$ cat src/rtl/math_sequencer.sv
// Multi-cycle ADD/SUB/MUL/DIV sequencer around a single shared add/sub path.
// MUL is shift-add, DIV is restoring; busy/done handshake to the display side.
module math_sequencer #(
    parameter int WIDTH = 4,
    parameter int ITERS = 4
) (
    input  logic               clk,
    input  logic               rst,
    input  logic               start,
    input  logic [1:0]         op,
    input  logic [WIDTH-1:0]   a,
    input  logic [WIDTH-1:0]   b,
    output logic               busy,
    output logic               done,
    output logic [2*WIDTH-1:0] result,
    output logic               flag
);
    localparam int W  = WIDTH;
    localparam int CW = (ITERS > 1) ? $clog2(ITERS) : 1;

    localparam logic [1:0] OP_ADD = 2'b00;
    localparam logic [1:0] OP_SUB = 2'b01;
    localparam logic [1:0] OP_MUL = 2'b10;
    localparam logic [1:0] OP_DIV = 2'b11;

    typedef enum logic [1:0] {IDLE, EXEC, DONE} state_t;

    state_t         state_q, state_d;
    logic [1:0]     op_r;
    logic [W-1:0]   a_r, b_r;
    logic [W-1:0]   acc;
    logic [W-1:0]   qr;
    logic [CW-1:0]  count;

    logic [W+1:0]   ax, ay, asum;
    logic           asub;
    logic           last;
    logic           div0;
    logic [W:0]     mul_hc;
    logic [W-1:0]   mul_hi, mul_lo;
    logic           borrow;
    logic [W-1:0]   div_r, div_q;

    // The one adder: every operation routes its operands through here.
    assign asum = asub ? (ax - ay) : (ax + ay);

    always_comb begin
        ax   = '0;
        ay   = '0;
        asub = 1'b0;
        case (op_r)
            OP_ADD: begin
                ax = {2'b00, a_r};
                ay = {2'b00, b_r};
            end
            OP_SUB: begin
                ax   = {2'b00, a_r};
                ay   = {2'b00, b_r};
                asub = 1'b1;
            end
            OP_MUL: begin
                ax = {2'b00, acc};
                ay = {2'b00, a_r};
            end
            default: begin
                ax   = {1'b0, acc, qr[W-1]};
                ay   = {2'b00, b_r};
                asub = 1'b1;
            end
        endcase
    end

    assign last   = (count == CW'(ITERS - 1));
    assign div0   = (op == OP_DIV) && (b == '0);

    assign mul_hc = qr[0] ? asum[W:0] : {1'b0, acc};
    assign mul_hi = mul_hc[W:1];
    assign mul_lo = {mul_hc[0], qr[W-1:1]};

    // Restoring step: a borrow keeps the shifted remainder, which is < b.
    assign borrow = asum[W+1];
    assign div_r  = borrow ? ax[W-1:0] : asum[W-1:0];
    assign div_q  = {qr[W-2:0], ~borrow};

    always_ff @(posedge clk) begin
        if (rst) state_q <= IDLE;
        else     state_q <= state_d;
    end

    always_comb begin
        state_d = state_q;
        case (state_q)
            IDLE: begin
                if (start) state_d = div0 ? DONE : EXEC;
            end
            EXEC: begin
                if (op_r == OP_ADD || op_r == OP_SUB || last)
                    state_d = DONE;
            end
            DONE:    state_d = IDLE;
            default: state_d = IDLE;
        endcase
    end

    always_ff @(posedge clk) begin
        if (rst) begin
            op_r   <= '0;
            a_r    <= '0;
            b_r    <= '0;
            acc    <= '0;
            qr     <= '0;
            count  <= '0;
            result <= '0;
            flag   <= 1'b0;
        end else begin
            case (state_q)
                IDLE: begin
                    if (start) begin
                        op_r  <= op;
                        a_r   <= a;
                        b_r   <= b;
                        count <= '0;
                        acc   <= '0;
                        qr    <= (op == OP_MUL) ? b : a;
                        if (div0) begin
                            result <= {a, {W{1'b1}}};
                            flag   <= 1'b1;
                        end
                    end
                end
                EXEC: begin
                    count <= count + 1'b1;
                    case (op_r)
                        OP_ADD: begin
                            result <= {{(W-1){1'b0}}, asum[W:0]};
                            flag   <= asum[W];
                        end
                        OP_SUB: begin
                            result <= {{W{1'b0}}, asum[W-1:0]};
                            flag   <= asum[W+1];
                        end
                        OP_MUL: begin
                            acc <= mul_hi;
                            qr  <= mul_lo;
                            if (last) begin
                                result <= {mul_hi, mul_lo};
                                flag   <= 1'b0;
                            end
                        end
                        default: begin
                            acc <= div_r;
                            qr  <= div_q;
                            if (last) begin
                                result <= {div_r, div_q};
                                flag   <= 1'b0;
                            end
                        end
                    endcase
                end
                default: ;
            endcase
        end
    end

    assign busy = (state_q != IDLE);
    assign done = (state_q == DONE);

endmodule

$ cat config.mk
export PLATFORM = sky130hd
export DESIGN_NAME = math_sequencer
export DESIGN_NICKNAME = d
export VERILOG_FILES = /design/src/rtl/math_sequencer.sv
export SDC_FILE = /design/constraint.sdc
export NUM_CORES = 1
export LEC_CHECK = 0
export CAP_MARGIN = 20
export CORE_MARGIN = 8
export CORE_UTILIZATION = 34
export CTS_CLUSTER_SIZE = 30
export DETAILED_ROUTE_END_ITERATION = 10
export SLEW_MARGIN = 20
export SYNTH_ARGS = -nofsm -noshare
export SYNTH_HDL_FRONTEND = slang
export SYNTH_SLANG_ARGS = --single-unit
$ cat constraint.sdc
create_clock -name clk -period 3.9 [get_ports clk]
set_input_delay 0.78 -clock clk [delete_from_list [all_inputs] [get_ports clk]]
set_output_delay 0.78 -clock clk [all_outputs]
set_load 0.1 [all_outputs]
==> qor.yml, run 1 <==
worst_setup_path:
  critPathKind: "register to register"
  endpoint_kind: "register"
  r2r_cells: 16
  cp-start-kind: "register"
  crit_arrival_ps: 3620
  cp_max_fo: 12
  r2r-end: "result[6]$_SDFFE_PP0P_"
  crit_required_ps: 4060
  regToRegSetupSlack_ps: 440
  worstReg2RegStart: "op_r[0]$_SDFFE_PP0P_"
yosys:
  synth_seq_cells: 31
  ys_seq_area_frac: 0.279
  synthFlopType: "dfxtp_1"
  ys_types: 52
  syn-num-nets: 309
  postSynthAreaPerCell_sq_um: 7.70
  synth_edf_count: 0
  syn_inst: 289
  ys_warn_count: 0
  syn-cell-area_sq_mm: 0.00223
  async_flop_share: 0
clocking:
  htree_levels: 2
  root_buffer: "clkbuf_8"
  worstSkewPairLatency_ps: 290
  cts_made_buffers: 5
  holdBufCountCts: 0
  cts_setup_buffers: 0
  clkSinkCount: 31
  path_clk_slew_ps: 70
  clock_path_buffers: 2
  cts_tree: "done"
  cts_resized: 0
timing:
  rsz0062_at_grt: "no"
  hold_viol: 0
  holdWs_ps: 479
  clock_skew_ps: 5.46
  post-route-min-period_ps: 3460
  fmax_ghz: 0.289
  setup_viol: 0
  max_slew.worst_pin.slew_ps: 974
  relSlewSlack: 0.348
  slew_violations: 0
  final.setup.tns_ps: 0
  fin_crit_sh: 0.886
global_route:
  antenna_found_initial: 0
  gr-total-overflow: 0
  grt_usage: 0.139
  grt_pass1_vias: 2119
  grt_pass1_wl_um: 10900
  grt_start_max_net_pins: 27
final_layout:
  nNetsFinal: 328
  area_growth_pct: 18.0
  fin_util: 0.414
  stdcell_area_sq_mm: 0.00263
  drive_gt1_frac: 0.107
  fillers: 629
  n_antenna_cell: 0
detailed_routing:
  num_vias: 2249
  firstDrtPassIters: 5
  drtIter0Drc: 257
  wl_per_cell_um: 16.8
  drc: 0
  ant_nets: 0
  routed_via_density: 5.83
  routed_wl_um: 6500
floorplanning:
  num_io_pins: 24
  core_sq_mm: 0.00635
  row_count: 29
  die-area_sq_mm: 0.00939
  dieHeight_um: 96.9
  die_w_um: 96.9
  start_util: 0.351
placement:
  globalplace.congestion: 0.901
  dpl-instance-area_sq_mm: 0.00252
  io_buffers: 23
  place_hpwl_um: 4820
min_path:
  holdPathEnd: "count[0]$_SDFFE_PP0P_"
  min_from: "count[0]$_SDFFE_PP0P_"
  hold_depth: 1
  holdCritPathClass: "register to register"
power_and_ir_drop:
  ir_drop_mv: 0.157
  power.leakage_nw: 0.964
  cellPowerDensity_mw_per_mm2: 370
run:
  maxCapViolCount: 0
outcome:
  status: "finished, final reports clean"
-- layout by cell type (no fill, tap or decap), types with 9 or more instances in the layout --
cell             netlist  routed
nand2_1               41      41
dfxtp_1               31      31
a21oi_1               30      30
nor2_1                29      29
clkdlybuf4s50_1        0      23
o21ai_0               15      15
mux2i_1               11      11
inv_1                 10      10
nor3_1                 9       9
-- synthesized netlist by cell type, types with 4 or more instances --
library cell  instances  share of area
a211oi_1              7          0.024
a21o_1                7          0.024
a21oi_1              30          0.067
a311oi_1              4          0.016
a31oi_1               4          0.011
clkbuf_1             16          0.027
dfxtp_1              31           0.28
ha_1                  7          0.039
inv_1                10          0.017
mux2i_1              11          0.049
nand2_1              41          0.069
nand2b_1              4          0.011
nand3_1               6          0.013
nor2_1               29          0.049
nor2b_1               4          0.011
nor3_1                9          0.020
o21ai_0              15          0.034
-- worst max-delay path, cell delays in order, from the launching register on --
cell,delay (ps)
dfxtp_1,590
inv_1,110
nand2_1,100
nand2_1,60
nand2_1,100
inv_1,50
ha_1,200
a211o_1,290
a21oi_1,130
ha_1,290
o21ai_0,170
nand2b_1,120
a21o_1,270
a21oi_4,220
nor3_1,100
o311ai_0,420
nand2_1,100
-- per-stage QoR --
step | worst slack (ps) | cells | power (W)
final | 443 | 386 | 0.000971
after global routing | 87.1 | 386 | 0.00102
after CTS | 470 | 386 | 0.000974
after detailed placement | 485 | 378 | 0.000686
after global placement | 550 | 378 | 0.000688
after floorplan | 639 | 289 | 0.000603
-- worst max-delay path by stage --
stage	slack, ps	startpoint	to
6_report	440	op_r[0]$_SDFFE_PP0P_	result[6]$_SDFFE_PP0P_
4_1_cts	470	op_r[0]$_SDFFE_PP0P_	result[6]$_SDFFE_PP0P_
5_1_grt	90	op_r[0]$_SDFFE_PP0P_	result[6]$_SDFFE_PP0P_
2_1_floorplan	640	op_r[0]$_SDFFE_PP0P_	acc[2]$_SDFFE_PP0P_
3_3_place_gp	550	op_r[0]$_SDFFE_PP0P_	result[6]$_SDFFE_PP0P_
3_5_place_dp	480	op_r[0]$_SDFFE_PP0P_	result[6]$_SDFFE_PP0P_
-- registers in the layout, summed over array words and instances (netlist names) --
signal   cells
a_r          4
state_q      2
flag         1
count        2
result       8
op_r         2
qr           4
acc          4
b_r          4
-- layer usage --
metal	vias up	share of wire	GRT usage
li1	1096	-	-
met1	1058	0.46	0.179
met4	0	0.015	0.0497
met3	9	0.056	0.0256
met2	86	0.47	0.222
met5	-	0	0
-- layout make-up --
| type | count | area (sq um) | share of cell area |
|---|---|---|---|
| repair buffers | 30 | 283 | 0.108 |
| flip-flops and latches | 31 | 621 | 0.236 |
| well taps | 77 | 96.3 | 0.0367 |
| clock buffers | 7 | 96.3 | 0.0367 |
| multi-input cells | 230 | 1490 | 0.566 |
| inverters | 10 | 37.5 | 0.0143 |
| clock inverters | 1 | 7.51 | 0.00286 |
-- report_power, final --
group / switching [W] / total [W] / internal [W]
logic: 0.000211 / 0.000321 / 0.000110
registers: 0.0000253 / 0.000363 / 0.000337
clock network: 0.000127 / 0.000288 / 0.000160
-- cells by family after synthesis --
group,count (synthesis),share of synthesized area
simple gates,105,0.211
flops,31,0.279
compound gates,100,0.332
mux,14,0.0697
xor+xnor,4,0.0157
buf+inv,28,0.0540
fa+ha+maj,7,0.0393
Note: power is estimated with default switching activity, not from simulation.
==> inputs of run 2 (changes only) <==
--- a/config.mk
+++ b/config.mk
@@ -5,11 +5,12 @@
 export SDC_FILE = /design/constraint.sdc
 export NUM_CORES = 1
 export LEC_CHECK = 0
-export CAP_MARGIN = 20
+export CORE_ASPECT_RATIO = 1.75
 export CORE_MARGIN = 8
 export CORE_UTILIZATION = 34
 export CTS_CLUSTER_SIZE = 30
 export DETAILED_ROUTE_END_ITERATION = 10
+export PLACE_DENSITY = 0.58
 export SLEW_MARGIN = 20
 export SYNTH_ARGS = -nofsm -noshare
 export SYNTH_HDL_FRONTEND = slang
==> qor.yml, run 2 (synthesis results as in run 1) <==
outcome:
  status: "finished, final reports clean"
worst_setup_path:
  endpoint_kind: "register"
  path_buf_inv: 2  # unchanged
  slowest_delay_ps: 460  # -130 ps
  crit_arrival_ps: 3520  # -100 ps
  cp-start-kind: "register"
  crit_required_ps: 4040  # -20 ps
  worstPathCellList: "inv_1 -> nor2_1 -> nand2_1 -> nand2_1 -> inv_1 -> ha_1 -> a211o_1 -> a21oi_1 -> ha_1 -> o21ai_0 -> nand2b_1 -> a21o_1 -> a21oi_4 -> nor3_1 -> o311ai_0 -> nand2_1"
  critPathKind: "register to register"
  cp_max_fo: 7  # -5
  crit_family: "compound AO/OA/AOI/OAI gates"
  cp_slowest_cell: "o311ai_0"
  path_common_cell: "nand2_1"
final_layout:
  nNetsFinal: 329  # +0.30%
  n_antenna_cell: 0  # unchanged
  fin_util: 0.416  # +0.00249
  final_cell_mix: "nand2_1 (41), dfxtp_1 (31), a21oi_1 (30)"
  largest_register_ffs: 8  # unchanged
  regMostFlops: "result"
  drive_gt1_frac: 0.107  # unchanged
  area_growth_pct: 20.4
  final_common_cell: "nand2_1"
detailed_routing:
  wl_per_cell_um: 18.1  # +7.7%
  routed_via_density: 5.69  # -2.3%
  firstDrtPassIters: 4  # -1
  drtIter0Drc: 134  # -48%
  num_vias: 2225  # -1.1%
  drc: 0  # unchanged
  routed_wl_um: 7090  # +9.0%
  ant_nets: 0  # unchanged
power_and_ir_drop:
  cellPowerDensity_mw_per_mm2: 399  # +8.0%
  power.leakage_nw: 0.991  # +2.8%
  ir_drop_mv: 0.280  # +78%
global_route:
  grt_usage: 0.153  # +0.0141
  grt_pass1_vias: 2232  # +5.3%
  grt_start_max_net_pins: 27  # unchanged
  grt_pass1_wl_um: 11500  # +5.5%
  antenna_found_initial: 0  # unchanged
  gr-total-overflow: 0  # unchanged
timing:
  clock_skew_ps: 2.70  # -2.76 ps
  rsz0062_at_grt: "no"
  setup_viol: 0  # unchanged
  post-route-min-period_ps: 3380  # -77.3 ps
  max_slew.worst_pin.slew_ps: 970  # -4.27 ps
  final.setup.tns_ps: 0  # unchanged
  fmax_ghz: 0.296  # +2.3%
  fin_crit_sh: 0.867  # -0.0198
  hold_viol: 0  # unchanged
  relSlewSlack: 0.351  # +0.00285
  slew_violations: 0  # unchanged
  holdWs_ps: 474  # -4.12 ps
clocking:
  cts_resized: 0  # unchanged
  cts_made_buffers: 5  # unchanged
  cts_setup_buffers: 0  # unchanged
  worstSkewPairLatency_ps: 280  # about the same
  clock_path_buffers: 2  # unchanged
  htree_levels: 2  # unchanged
  clkSinkCount: 31  # unchanged
  path_clk_slew_ps: 50  # -20 ps
  holdBufCountCts: 0  # unchanged
  cts_tree: "done"
  root_buffer: "clkbuf_16"
floorplanning:
  core_sq_mm: 0.00644  # +1.4%
  dieHeight_um: 123  # +27%
  row_count: 39  # +34%
  die-area_sq_mm: 0.00949  # +1.1%
  num_io_pins: 24  # unchanged
  die_w_um: 77.2  # -20%
  start_util: 0.346  # -0.00497
run:
  maxCapViolCount: 0  # unchanged
placement:
  io_buffers: 23  # unchanged
  globalplace.congestion: 0.919  # +2.0%
  place_hpwl_um: 5560  # +15%
min_path:
  holdCritPathClass: "register to register"
run 2: cell types whose count changed in the layout (fill, tap and decap cells not counted):
cell	change
buf_4	+1
clkbuf_16	+5
clkbuf_8	-6
clkinv_2	+1
clkinvlp_4	-1
run 2: where the power goes:
group	switching, W	internal [W]	leakage [nW]
Combinational	0.000217	0.000111	0.664
Clock	0.000130	0.000248	0.0727
Sequential	0.0000242	0.000338	0.254
Total	0.000372	0.000698	0.991
run 2: per-stage QoR:
step           area (sq um)  total power [W]  instances  worst slack (ps)
2_1_floorplan          2230         0.000603        289               639
3_3_place_gp           2540         0.000698        384               570
3_5_place_dp           2540         0.000696        384               511
4_1_cts                2680          0.00108        391               482
5_1_grt                2680          0.00112        391               246
6_report               2680          0.00107        391               520
run 2: path summary, 6_finish.rpt:
path              slack, ps                endpoint  cells after the start                   from
setup / recovery        520  result[6]$_SDFFE_PP0P_                     16   op_r[1]$_SDFFE_PP0P_
hold / removal          470   count[0]$_SDFFE_PP0P_                      1  count[0]$_SDFFE_PP0P_
setup reg to reg        520  result[6]$_SDFFE_PP0P_                     16   op_r[1]$_SDFFE_PP0P_
hold reg to reg         470   count[0]$_SDFFE_PP0P_                      1  count[0]$_SDFFE_PP0P_
run 2: final cells by class:
cell class | count | area, sq um
Clock buffer | 6 | 139
Clock inverter | 1 | 5.00
Fill cell | 698 | 3760
Inverter | 10 | 37.5
Multi-Input combinational cell | 230 | 1490
Sequential cell | 31 | 621
Tap cell | 82 | 103
Timing Repair Buffer | 31 | 290
run 2: metal layers:
layer | routed length, um | global-route usage | up-vias | part of all wire
met5 | 0 | 0 | - | 0
li1 | - | - | 1097 | -
met2 | 3800 | 0.273 | 54 | 0.54
met4 | 401 | 0.124 | 0 | 0.057
met1 | 2680 | 0.157 | 1050 | 0.38
met3 | 204 | 0.0189 | 24 | 0.029
